## src/rtl/alu_sequencer_pkg.sv

```systemverilog
// Shared types and constants for the ALU sequencer.
// Holds the FSM encoding, default widths and opcodes.
package alu_sequencer_pkg;

  localparam int ALU_WIDTH = 16;
  localparam int ALU_BITS  = 4;

  localparam int OP_ADD = 0;
  localparam int OP_SUB = 1;
  localparam int OP_AND = 2;
  localparam int OP_OR  = 3;
  localparam int OP_XOR = 4;

  typedef enum logic [1:0] {
    IDLE,
    EXEC_LO,
    EXEC_HI,
    DONE
  } state_t;

endpackage

```

## src/rtl/alu_sequencer_alu.sv

```systemverilog
// Combinational WIDTH-bit ALU with carry/borrow in and S/Z/C/V flags.
// SUB computes a - b - cin; C is then the borrow out.
module alu
  import alu_sequencer_pkg::*;
#(
  parameter int WIDTH = ALU_WIDTH,
  parameter int BITS  = ALU_BITS
) (
  input  logic [BITS-1:0]  op,
  input  logic [WIDTH-1:0] a,
  input  logic [WIDTH-1:0] b,
  input  logic             cin,
  output logic [WIDTH-1:0] result,
  output logic             s,
  output logic             z,
  output logic             c,
  output logic             v
);

  logic [WIDTH:0] sum;
  logic [WIDTH:0] diff;
  logic           sa;
  logic           sb;

  assign sa   = a[WIDTH-1];
  assign sb   = b[WIDTH-1];
  assign sum  = {1'b0, a} + {1'b0, b}
              + {{WIDTH{1'b0}}, cin};
  assign diff = {1'b0, a} - {1'b0, b}
              - {{WIDTH{1'b0}}, cin};

  always_comb begin
    result = a;
    c      = 1'b0;
    v      = 1'b0;
    unique case (1'b1)
      op == BITS'(OP_ADD): begin
        result = sum[WIDTH-1:0];
        c      = sum[WIDTH];
        v      = (sa == sb)
               && (sum[WIDTH-1] != sa);
      end
      op == BITS'(OP_SUB): begin
        result = diff[WIDTH-1:0];
        c      = diff[WIDTH];
        v      = (sa != sb)
               && (diff[WIDTH-1] != sa);
      end
      op == BITS'(OP_AND): result = a & b;
      op == BITS'(OP_OR):  result = a | b;
      op == BITS'(OP_XOR): result = a ^ b;
      default: result = a;
    endcase
  end

  assign s = result[WIDTH-1];
  assign z = ~|result;

endmodule

```

## src/rtl/alu_sequencer.sv

```systemverilog
// Runs WIDTH or 2*WIDTH operations through one ALU in one or two
// passes, chaining the low-pass carry into the high pass.
module alu_sequencer
  import alu_sequencer_pkg::*;
#(
  parameter int WIDTH = ALU_WIDTH,
  parameter int BITS  = ALU_BITS
) (
  input  logic               clk,
  input  logic               rst,
  input  logic               in_valid,
  output logic               in_ready,
  input  logic [BITS-1:0]    in_op,
  input  logic               in_wide,
  input  logic               in_cin,
  input  logic [2*WIDTH-1:0] in_a,
  input  logic [2*WIDTH-1:0] in_b,
  output logic               out_valid,
  input  logic               out_ready,
  output logic [2*WIDTH-1:0] out_result,
  output logic               out_s,
  output logic               out_z,
  output logic               out_c,
  output logic               out_v,
  output logic               busy
);

  state_t state;
  state_t state_next;

  logic [BITS-1:0]    op_q;
  logic               wide_q;
  logic               cin_q;
  logic [2*WIDTH-1:0] a_q;
  logic [2*WIDTH-1:0] b_q;

  logic               hi;
  logic [WIDTH-1:0]   alu_a;
  logic [WIDTH-1:0]   alu_b;
  logic               alu_cin;
  logic [WIDTH-1:0]   alu_r;
  logic               alu_s;
  logic               alu_z;
  logic               alu_c;
  logic               alu_v;

  assign in_ready = (state == IDLE);
  assign busy     = (state != IDLE);

  assign hi      = (state == EXEC_HI);
  assign alu_a   = hi ? a_q[2*WIDTH-1:WIDTH]
                      : a_q[WIDTH-1:0];
  assign alu_b   = hi ? b_q[2*WIDTH-1:WIDTH]
                      : b_q[WIDTH-1:0];
  assign alu_cin = hi ? out_c : cin_q;

  alu #(
    .WIDTH (WIDTH),
    .BITS  (BITS)
  ) u_alu (
    .op     (op_q),
    .a      (alu_a),
    .b      (alu_b),
    .cin    (alu_cin),
    .result (alu_r),
    .s      (alu_s),
    .z      (alu_z),
    .c      (alu_c),
    .v      (alu_v)
  );

  always_ff @(posedge clk) begin
    if (rst) state <= IDLE;
    else     state <= state_next;
  end

  always_comb begin
    state_next = state;
    unique case (state)
      IDLE:    if (in_valid) state_next = EXEC_LO;
      EXEC_LO: state_next = wide_q ? EXEC_HI : DONE;
      EXEC_HI: state_next = DONE;
      DONE: begin
        if (out_valid && out_ready)
          state_next = IDLE;
      end
      default: state_next = IDLE;
    endcase
  end

  // out_valid lags DONE entry by one edge, so DONE waits for it
  always_ff @(posedge clk) begin
    if (rst)
      out_valid <= 1'b0;
    else if (out_valid && out_ready)
      out_valid <= 1'b0;
    else if (state == DONE)
      out_valid <= 1'b1;
  end

  always_ff @(posedge clk) begin
    if (rst) begin
      op_q       <= '0;
      wide_q     <= 1'b0;
      cin_q      <= 1'b0;
      a_q        <= '0;
      b_q        <= '0;
      out_result <= '0;
      out_s      <= 1'b0;
      out_z      <= 1'b0;
      out_c      <= 1'b0;
      out_v      <= 1'b0;
    end else begin
      unique case (state)
        IDLE: begin
          if (in_valid) begin
            op_q   <= in_op;
            wide_q <= in_wide;
            cin_q  <= in_cin;
            a_q    <= in_a;
            b_q    <= in_b;
          end
        end
        EXEC_LO: begin
          out_result <= {{WIDTH{1'b0}}, alu_r};
          out_s      <= alu_s;
          out_z      <= alu_z;
          out_c      <= alu_c;
          out_v      <= alu_v;
        end
        EXEC_HI: begin
          out_result[2*WIDTH-1:WIDTH] <= alu_r;
          out_s <= alu_s;
          out_z <= out_z & alu_z;
          out_c <= alu_c;
          out_v <= alu_v;
        end
        default: ;
      endcase
    end
  end

endmodule

```

## config.mk

```make
export PLATFORM = sky130hd
export DESIGN_NAME = alu_sequencer
export DESIGN_NICKNAME = d
export VERILOG_FILES = /design/src/rtl/alu_sequencer_pkg.sv /design/src/rtl/alu_sequencer_alu.sv /design/src/rtl/alu_sequencer.sv
export SDC_FILE = /design/constraint.sdc
export NUM_CORES = 1
export LEC_CHECK = 0
export BUFFER_PORTS_ARGS = -buffer_cell sky130_fd_sc_hd__buf_4
export CAP_MARGIN = 25
export CORE_ASPECT_RATIO = 2
export CORE_MARGIN = 1
export CORE_UTILIZATION = 52
export DETAILED_ROUTE_END_ITERATION = 8
export PLACE_DENSITY = 0.75
export RECOVER_POWER = 50
export SYNTH_ARGS = -nofsm -noshare
export SYNTH_HDL_FRONTEND = slang
export SYNTH_SLANG_ARGS = --single-unit
```

## constraint.sdc

```tcl
create_clock -name clk -period 4.83 [get_ports clk]
set_input_delay 0.7245 -clock clk [delete_from_list [all_inputs] [get_ports clk]]
set_output_delay 0.7245 -clock clk [all_outputs]
set_load 0.1 [all_outputs]
```

==> impl_metrics.ini <==
[status]
status = finished with violations
violations = capacitance limit, slew limit

[die]
start_util_pct = 53.6
die_h_um = 169
die_x_um = 85.4
row_count = 60
io_pins = 113
die_area_um2 = 14400
core_um2 = 13500

[global_routing]
gr-total-overflow = 0
grt_use_total_pct = 30.9
grt_antenna_before_repair = 0
grt_pass1_vias = 6804
grt_first_pass_wirelength_um = 34300
grt_start_max_net_pins = 90

[cts]
cts_buffers = 9
path_clk_slew_ns = 0.08
cts_buffer_depth = 2
cts_tree = done
clock_latency_ns = 0.36
cts_root_buf = clkbuf_16
cts.sinks = 109
post_cts.repair.setup_buffers = 0
cts_resized = 0
postCtsHoldBufs = 0
htree_levels = 3

[power]
netSwitchingPower_mw = 3.04
power_density_nw_per_um2 = 685
leakage_nw = 3.68
power.internal_mw = 2.75
p_sw_share_pct = 52.5
irDropWorstVdd_mv = 0.257
power_frac_comb_pct = 66.5
seq_power_share_pct = 20.7
clkPwrFrac_pct = 12.8

[placement]
gp_congestion = 1.00
placedCellCount = 1187
dp_slack_ns = 0.413
hpwl_um = 16900
io_buffers = 112

[timing]
period_needed_ns = 4.52
fmax_ghz = 0.221
setup_violations = 0
fin_crit_sh_pct = 93.5
drv_slew = 90
setup_slack_ns = 0.314
max_slew.worst_pin.slew_ns = 3.82
final.setup.tns_ns = 0
worst_clock_skew_ns = 0.0128
hold_viol_final = 0
rsz0062_at_grt = no
slew_headroom_pct = -155

[routing]
drc_errors = 0
drtPass1Iterations = 5
viasPerCell = 5.89
ant_nets = 0
drtIter0Drc = 414
wire_per_inst_um = 18.2
num_vias = 7094
postRouteWirelength_um = 21900

[critical_path]
worstPathArrival_ns = 4.81
worstPathRequired_ns = 5.13
crit_type = register to register
end_kind = register
setup.worst_path.start_class = register
slowest_stage = or4_4
cpPeakStageDelay_ns = 0.55
worstPathCellList = inv_1 > ha_2 > mux2i_1 > inv_1 > fa_1 > fa_1 > nor2b_1 > o2111ai_1 > a32oi_1 > or4_4 > a2111oi_2 > or4b_1 > nor3_2 > and4_1 > a21o_1
cp_max_fo = 5

[logic_synthesis]
async_reset_ff_share_pct = 0
synth-edff-count = 0
avgSynthCellArea_um2 = 7.62
synth_xor_area_share_pct = 1.81
ys.flop_type = dfxtp_1
synth_compound_area_share_pct = 22.5
yosys_warnings = 0
synth_seq_area_share_pct = 30.1
synth_cell_type_count = 70
syn_nets = 1092
synth_top_area_cell = dfxtp_1
netlist_top_cells_area = dfxtp_1 30%, ha_1 11%, nand2_1 9.3%, a21oi_1 7.6%, mux2i_1 6.4%
ys_seq_elements = 109
synth_top_family_by_area = compound AO/OA/AOI/OAI gates
syn_area_um2 = 7240
synthAdderAreaFrac_pct = 12.2
yosysTopAreaCellShare_pct = 30.1
synthMuxAreaShare_pct = 7.50
syn_inst = 950
synth_simple_gate_area_share_pct = 19.1

[flow_run]
cap_viol_max_count = 1

[layout]
area_growth_pct = 16.7
n_antenna_cell = 0
fin_cells = 1204
fin_nets = 1186
drive_gt1_share_pct = 13.6

[min_path]
holdCritPathClass = register to register
-- kinds of logic (layout without fill, tap and decap cells) --
kind of cell / after synthesis / in the layout
xor gates and xnor gates: 15 / 15
and+or+nand+nor: 320 / 320
DFF: 109 / 109
AOI/OAI and AO/OA: 259 / 259
muxes: 53 / 53
adders and majority gates: 68 / 68
buffers and inverters: 126 / 225
-- power by group through the flow --
stage	combinational, mW	clock [mW]	sequential [mW]
finish	3.85	0.738	1.20
global route	4.18	0.780	1.22
CTS	3.82	0.747	1.20
detailed placement	3.81	0	1.22
global placement	3.77	0	1.22
floorplan	2.40	0	1.62
-- worst max-delay path, delay by kind of cell (launching register included) --
| kind | cells | cell delay [ns] |
|---|---|---|
| buf+inv | 2 | 0.28 |
| fa+ha+maj | 3 | 1.17 |
| simple gates | 5 | 1.54 |
| mux | 1 | 0.34 |
| flops | 1 | 0.34 |
| compound gates | 4 | 0.79 |
-- state kept, by name, indices dropped and copies added, names as in the netlist, 2 cells and up --
| register | cells |
|---|---|
| a_q | 32 |
| b_q | 32 |
| out_result | 32 |
| op_q | 4 |
| state | 2 |
-- through the flow --
stage	hold slack [ns]	cell area, um2	utilization [%]	total power, mW
finish	0.454	8450	62.6	5.79
global route	0.477	8450	62.6	6.18
CTS	0.457	8570	63.4	5.77
detailed placement	0.447	8270	61.2	5.03
global placement	0.442	8270	61.2	4.99
floorplan	0.433	7240	-	4.03
-- cell type report --
type	instances	area (um2)
timing repair buffer	143	948
clock inverter	7	75.1
multi-input combinational	715	4580
clock buffer	9	225
tap	155	194
sequential	109	2180
fill	1291	5060
inverter	66	253
-- path summary, 6_finish.rpt --
| kind | start | end | slack (ns) | cells after the start |
|---|---|---|---|---|
| setup / recovery | state[0]$_SDFFE_PP0P_ | out_z$_SDFFE_PP0P_ | 0.31 | 15 |
| hold / removal | b_q[18]$_SDFFE_PP0P_ | b_q[18]$_SDFFE_PP0P_ | 0.45 | 2 |
| setup reg to reg | state[0]$_SDFFE_PP0P_ | out_z$_SDFFE_PP0P_ | 0.31 | 15 |
| hold reg to reg | b_q[18]$_SDFFE_PP0P_ | b_q[18]$_SDFFE_PP0P_ | 0.45 | 2 |
-- layout by cell type (no fill, tap or decap), drive strengths merged, types with 3 or more instances in the layout --
| cell type | count |
|---|---|
| a32oi | 3 |
| nand2 | 179 |
| nand4 | 4 |
| mux2 | 7 |
| nand2b | 5 |
| o211ai | 4 |
| or3 | 4 |
| fa | 4 |
| o21a | 7 |
| a211o | 4 |
| or2 | 3 |
| nor3 | 16 |
| a211oi | 12 |
| clkbuf | 48 |
| dfxtp | 109 |
| clkinv | 4 |
| a22oi | 14 |
| inv | 69 |
| xor2 | 4 |
| nor2 | 70 |
| a21oi | 111 |
| xnor2 | 11 |
| ha | 64 |
| o22ai | 5 |
| nor2b | 7 |
| o211a | 3 |
| o21ai | 38 |
| a2111oi | 5 |
| buf | 104 |
| a221oi | 4 |
| a2bb2oi | 4 |
| o2111ai | 5 |
| a31oi | 12 |
| nand3 | 11 |
| a21o | 7 |
| mux2i | 46 |
| and3 | 6 |
| o31ai | 5 |
-- Yosys cell counts (2+ instances only) --
cell	n
nand2_1	179
a21oi_1	110
dfxtp_1	109
nor2_1	70
inv_1	65
ha_1	64
clkbuf_1	51
mux2i_1	46
o21ai_0	38
nor3_1	15
a22oi_1	14
a211oi_1	12
a31oi_1	12
nand3_1	11
xnor2_1	11
a21o_1	7
nor2b_1	7
o21a_1	7
and3_1	6
mux2_2	6
buf_1	5
nand2b_1	5
o2111ai_1	5
o22ai_1	5
o31ai_1	5
a2111oi_0	4
a211o_1	4
a221oi_1	4
a2bb2oi_1	4
fa_1	4
nand4_1	4
o211ai_1	4
or3_1	4
xor2_1	4
a32oi_1	3
buf_2	3
o211a_1	3
or2_2	3
a21boi_0	2
a221o_1	2
a311oi_1	2
and4_1	2
nor3b_1	2
-- routing by layer --
layer	part of all wire (%)	track usage, %	vias to the layer above	routed length (um)
met5	0	0	-	0
met2	51	55.8	265	11200
met4	7.8	22.9	0	1710
met1	36	32.0	3246	8000
met3	4.6	3.95	97	1020
li1	-	-	3486	-
(Power assumes the default switching activity.)
